`src/rtl/ram_fifo_ctrl.sv`:
```
// FIFO controller driving the write/read ports of an external dual-port RAM.
// Owns pointers, occupancy and flags; all RAM command outputs are registered.
module ram_fifo_ctrl #(
    parameter int ADDRESS_DEPTH = 8,
    parameter int DATA_WIDTH    = 16,
    parameter int ADDRESS_SIZE  = 3
) (
    input  logic                    clk,
    input  logic                    rst,
    input  logic                    push,
    input  logic [DATA_WIDTH-1:0]   push_data,
    input  logic                    pop,
    output logic [DATA_WIDTH-1:0]   pop_data,
    output logic                    pop_valid,
    output logic                    full,
    output logic                    empty,
    output logic [ADDRESS_SIZE:0]   count,
    output logic                    overflow,
    output logic                    underflow,
    output logic [DATA_WIDTH-1:0]   ram_wr_data,
    output logic                    ram_we,
    output logic [ADDRESS_SIZE-1:0] ram_wr_addr,
    output logic                    ram_re,
    output logic [ADDRESS_SIZE-1:0] ram_rd_addr,
    input  logic [DATA_WIDTH-1:0]   ram_rd_data
);

    localparam logic [ADDRESS_SIZE:0] DEPTH_C = (ADDRESS_SIZE+1)'(ADDRESS_DEPTH);
    localparam logic [ADDRESS_SIZE:0] PTR_ONE = {{ADDRESS_SIZE{1'b0}}, 1'b1};

    logic [ADDRESS_SIZE:0]   wptr_q, wptr_d;
    logic [ADDRESS_SIZE:0]   rptr_q, rptr_d;
    logic [ADDRESS_SIZE:0]   count_q, count_d;
    logic                    push_acc, pop_acc;
    logic                    we_q, re_q, pop_valid_q;
    logic                    overflow_q, underflow_q;
    logic [ADDRESS_SIZE-1:0] wr_addr_q, rd_addr_q;
    logic [DATA_WIDTH-1:0]   wr_data_q;

    assign full  = (count_q == DEPTH_C);
    assign empty = (count_q == '0);
    assign count = count_q;

    // Acceptance uses only pre-edge flags: no fall-through when full, no bypass when empty.
    always_comb begin
        push_acc = push && !full;
        pop_acc  = pop && !empty;
        wptr_d   = wptr_q;
        rptr_d   = rptr_q;
        if (push_acc) begin
            wptr_d = wptr_q + PTR_ONE;
        end
        if (pop_acc) begin
            rptr_d = rptr_q + PTR_ONE;
        end
        count_d = wptr_d - rptr_d;
    end

    always_ff @(posedge clk or negedge rst) begin
        if (!rst) begin
            wptr_q      <= '0;
            rptr_q      <= '0;
            count_q     <= '0;
            we_q        <= 1'b0;
            re_q        <= 1'b0;
            pop_valid_q <= 1'b0;
            overflow_q  <= 1'b0;
            underflow_q <= 1'b0;
            wr_addr_q   <= '0;
            rd_addr_q   <= '0;
            wr_data_q   <= '0;
        end else begin
            wptr_q      <= wptr_d;
            rptr_q      <= rptr_d;
            count_q     <= count_d;
            we_q        <= push_acc;
            re_q        <= pop_acc;
            pop_valid_q <= re_q;
            overflow_q  <= push && full;
            underflow_q <= pop && empty;
            if (push_acc) begin
                wr_addr_q <= wptr_q[ADDRESS_SIZE-1:0];
                wr_data_q <= push_data;
            end
            if (pop_acc) begin
                rd_addr_q <= rptr_q[ADDRESS_SIZE-1:0];
            end
        end
    end

    assign ram_we      = we_q;
    assign ram_re      = re_q;
    assign ram_wr_addr = wr_addr_q;
    assign ram_rd_addr = rd_addr_q;
    assign ram_wr_data = wr_data_q;
    assign pop_valid   = pop_valid_q;
    assign pop_data    = ram_rd_data;
    assign overflow    = overflow_q;
    assign underflow   = underflow_q;

endmodule

```
`config.mk`:
```
export PLATFORM = sky130hd
export DESIGN_NAME = ram_fifo_ctrl
export DESIGN_NICKNAME = d
export VERILOG_FILES = /design/src/rtl/ram_fifo_ctrl.sv
export SDC_FILE = /design/constraint.sdc
export NUM_CORES = 1
export LEC_CHECK = 0
export CORE_MARGIN = 4
export CORE_UTILIZATION = 65
export CTS_BUF_LIST = sky130_fd_sc_hd__clkbuf_8
export DETAILED_ROUTE_END_ITERATION = 12
export DONT_BUFFER_PORTS = 1
export PLACE_DENSITY = 0.79
export SKIP_LAST_GASP = 1
export SYNTH_ARGS = -nofsm -noshare
export SYNTH_HDL_FRONTEND = slang
export SYNTH_SLANG_ARGS = --single-unit
```
`constraint.sdc`:
```
create_clock -name clk -period 4.35 [get_ports clk]
set_input_delay 0.6525 -clock clk [delete_from_list [all_inputs] [get_ports clk]]
set_output_delay 0.6525 -clock clk [all_outputs]
set_load 0.005 [all_outputs]
```
==> out/metrics.csv <==
stage;metric;value;unit
timing;worst_clock_skew;0.00275;ns
yosys;syn_avg_cell_area;10.2;µm²
critical_path;cpPeakStageDelay;0.57;ns
yosys;yosysTopAreaCell;dfrtp_1;
drt;routedWlPerCell;15.4;µm
finish;multiInputGateArea;561;µm²
critical_path;critPathMaxFanout;23;
clock_network;cts_sinks;39;
die;start_util;68.2;%
finish;drive_above_1_share;7.69;%
pwr;p_per_area;738;nW/µm²
pwr;total_power;1250;µW
yosys;muxShareOfSynthArea;0.587;%
timing;post-route-min-period;3.09;ns
pwr;combPwrFrac;32.1;%
drt;wirelength;2870;µm
global_routing;gr-total-overflow;0;
critical_path;worstSetupEndpointType;register;
pwr;clkPwrFrac;18.1;%
critical_path;start_kind;register;
drt;drcViolationCount;0;
clock_network;clkTransAtPathRegs;0.07;ns
die;ios;85;
clock_network;cts_buffer_depth;2;
yosys;yosysMostFrequentCell;nand2_1;
timing;finalHoldViolCount;0;
timing;rsz0062_at_grt;false;
finish;syn2layout_area_growth;-0.514;%
pwr;p_int;808;µW
place;dp_hpwl;2120;µm
critical_path;path_class;register to register;
pwr;swShare;35.4;%
drt;vias_per_cell;5.47;
finish;fillers;188;
critical_path;cpMostUsedCell;inv_1;
global_routing;grt_antenna_before_repair;0;
global_routing;grt_pass1_vias;1069;
min_path;min_path_type;primary input to async pin;
clock_network;cts-root-buf;clkbuf_8;
place;place_congestion;0.728;
yosys;synth_top_family_by_area;simple AND/OR/NAND/NOR gates;
yosys;ys_types;22;
timing;setup_ws;1.26;ns
die;core_area;2500;µm²
timing;finalSetupTns;0;ns
yosys;yosys-top-cells-count;nand2_1, dfrtp_1, buf_4;
yosys;synth_compound_area_share;2.35;%
yosys;synthFlopType;dfrtp_1;
drt;via_count;1017;
yosys;synth_nets;209;
drt;first_pass_iters;4;
drt;drt.antenna.violating_nets;0;
yosys;synthArstFlopShare;100;%
run;drv_cap;0;
finish;regArea;976;µm²
clock_network;cts_setup_buffers;0;
die;die_h;59.2;µm
timing;setup_viol;0;
timing;slew_viol_final;0;
clock_network;cts-resized-gates;0;
die;dieWidth;59.2;µm
pwr;p_leak;0.000907;µW
place;place_ws;1.23;ns
timing;worstMarginPinSlew;0.683;ns
finish;nets;197;
timing;fmax;324;MHz
yosys;synth-simple-area-share;19.6;%
place;dpl_cell_area;1610;µm²
die;std_cell_rows;18;
yosys;ys_seq_area_share;57.3;%
critical_path;path_cells;or4b_4, nand2_1, buf_4, inv_1, mux2i_1, inv_1, ha_1, a21o_1, a21oi_1, xor3_1;
yosys;synth-adder-area-share;4.85;%
clock_network;cts_tree;yes;
pwr;p_switching;443;µW
critical_path;required;4.51;ns
clock_network;holdBufCountCts;0;
finish;final_area;1700;µm²
clock_network;insertion_delay;0.28;ns
critical_path;slowest_stage;or4b_4;
yosys;synth-edff-count;0;
yosys;synth_area_leaders;dfrtp_1, nand2_1, buf_4;
timing;fin_crit_sh;71.0;%
yosys;yosys_warnings;0;
yosys;yosysTopAreaCellShare;57.3;%
yosys;netlist_area;1700;µm²
pwr;ir_drop;654;µV
yosys;yosys.area_share.xor_xnor;5.51;%
global_routing;grt_max_degree;40;
yosys;ys_ff_latch;39;
drt;drt_iter0_drc;30;
finish;n_antenna_cell;0;
pwr;p_seq_share;49.8;%
global_routing;grt_pass1_wl;4630;µm
critical_path;arrival;3.25;ns
run_status;status;finished, final reports clean;
global_routing;grt.total_usage;18.2;%
clock_network;cts_max_level;2;
timing;max-slew-margin-rel;54.4;%
clock_network;cts_buffers;5;
die;die-area;3500;µm²
place;io_buffers;0;
yosys;syn_inst;167;
[sequential cells by signal, summed over array words and instances (netlist names)]
register and count:
ram_wr_data 16, count 4, rptr_q 4, wptr_q 4, ram_rd_addr 3, ram_wr_addr 3
overflow 1, pop_valid 1, ram_re 1, ram_we 1, underflow 1
[critical path, delay by kind of cell (launching register included)]
| kind | cells | cell delay, ns |
|---|---|---|
| and+or+nand+nor | 2 | 0.65 |
| adders and majority gates | 1 | 0.28 |
| xor gates and xnor gates | 1 | 0.23 |
| buffers and inverters | 3 | 0.67 |
| muxes | 1 | 0.34 |
| AOI/OAI and AO/OA | 2 | 0.34 |
| DFF | 1 | 0.44 |
[through the flow]
step | hold WS, ns | cells | util, %
floorplan | 0.357 | 167 | -
global placement | 0.358 | 178 | 64.5
detailed placement | 0.358 | 178 | 64.5
CTS | 0.0427 | 186 | 67.8
global route | 0.0366 | 186 | 67.8
finish | 0.0565 | 186 | 67.8
[cell families after synthesis]
kind of cell               after synthesis
and+or+nand+nor                         81
DFF                                     39
buffers and inverters                   28
xor gates and xnor gates                 9
adders and majority gates                6
AOI/OAI and AO/OA                        3
muxes                                    1
[worst paths after layout]
path,start,endpoint,slack (ns),depth (start not counted)
max in group asynchronous,rst,wptr_q[3]$_DFF_PN0_,4.21,0
max reg2reg,count[2]$_DFF_PN0_,count[3]$_DFF_PN0_,1.26,10
min,rst,ram_wr_data[2]$_DFFE_PN0N_,0.06,0
min reg2reg,ram_re$_DFF_PN0_,pop_valid$_DFF_PN0_,0.41,0
min in group clk,ram_re$_DFF_PN0_,pop_valid$_DFF_PN0_,0.41,0
max,count[2]$_DFF_PN0_,count[3]$_DFF_PN0_,1.26,10
[power groups by stage]
| stage | logic, µW | registers (µW) | clock network, µW |
|---|---|---|---|
| after floorplan | 346 | 604 | 0 |
| after global placement | 393 | 627 | 0 |
| after detailed placement | 410 | 632 | 0 |
| after CTS | 413 | 625 | 236 |
| after global routing | 470 | 641 | 251 |
| final | 402 | 623 | 226 |
[metal layers]
metal,track usage [%],wire (µm)
met1,18.8,1000
met2,30.4,1520
met3,5.88,212
met4,13.6,131
met5,0,0
[cells in the final DEF (no fill, tap or decap)]
cell and count:
clkinv_2 3, inv_1 8, dfrtp_1 39, a21oi_1 1
ha_1 5, xnor2_1 6, nor4_1 1, o41ai_4 1
nand3_1 1, nand3_2 1, clkbuf_8 5, buf_4 1
xor3_1 1, and2_1 3, and3_1 1, mux2i_1 1
nand2_1 72, fa_1 1, xor2_1 2, or4b_4 1
nor2_1 1, a21o_1 1
[layout make-up]
cell class	count	area share [%]
Multi-Input combinational cell	100	33.1
Timing Repair Buffer	1	0.443
Tap cell	30	2.21
Clock buffer	5	4.06
Inverter	8	1.77
Clock inverter	3	0.886
Sequential cell	39	57.6
(Power assumes the default switching activity.)
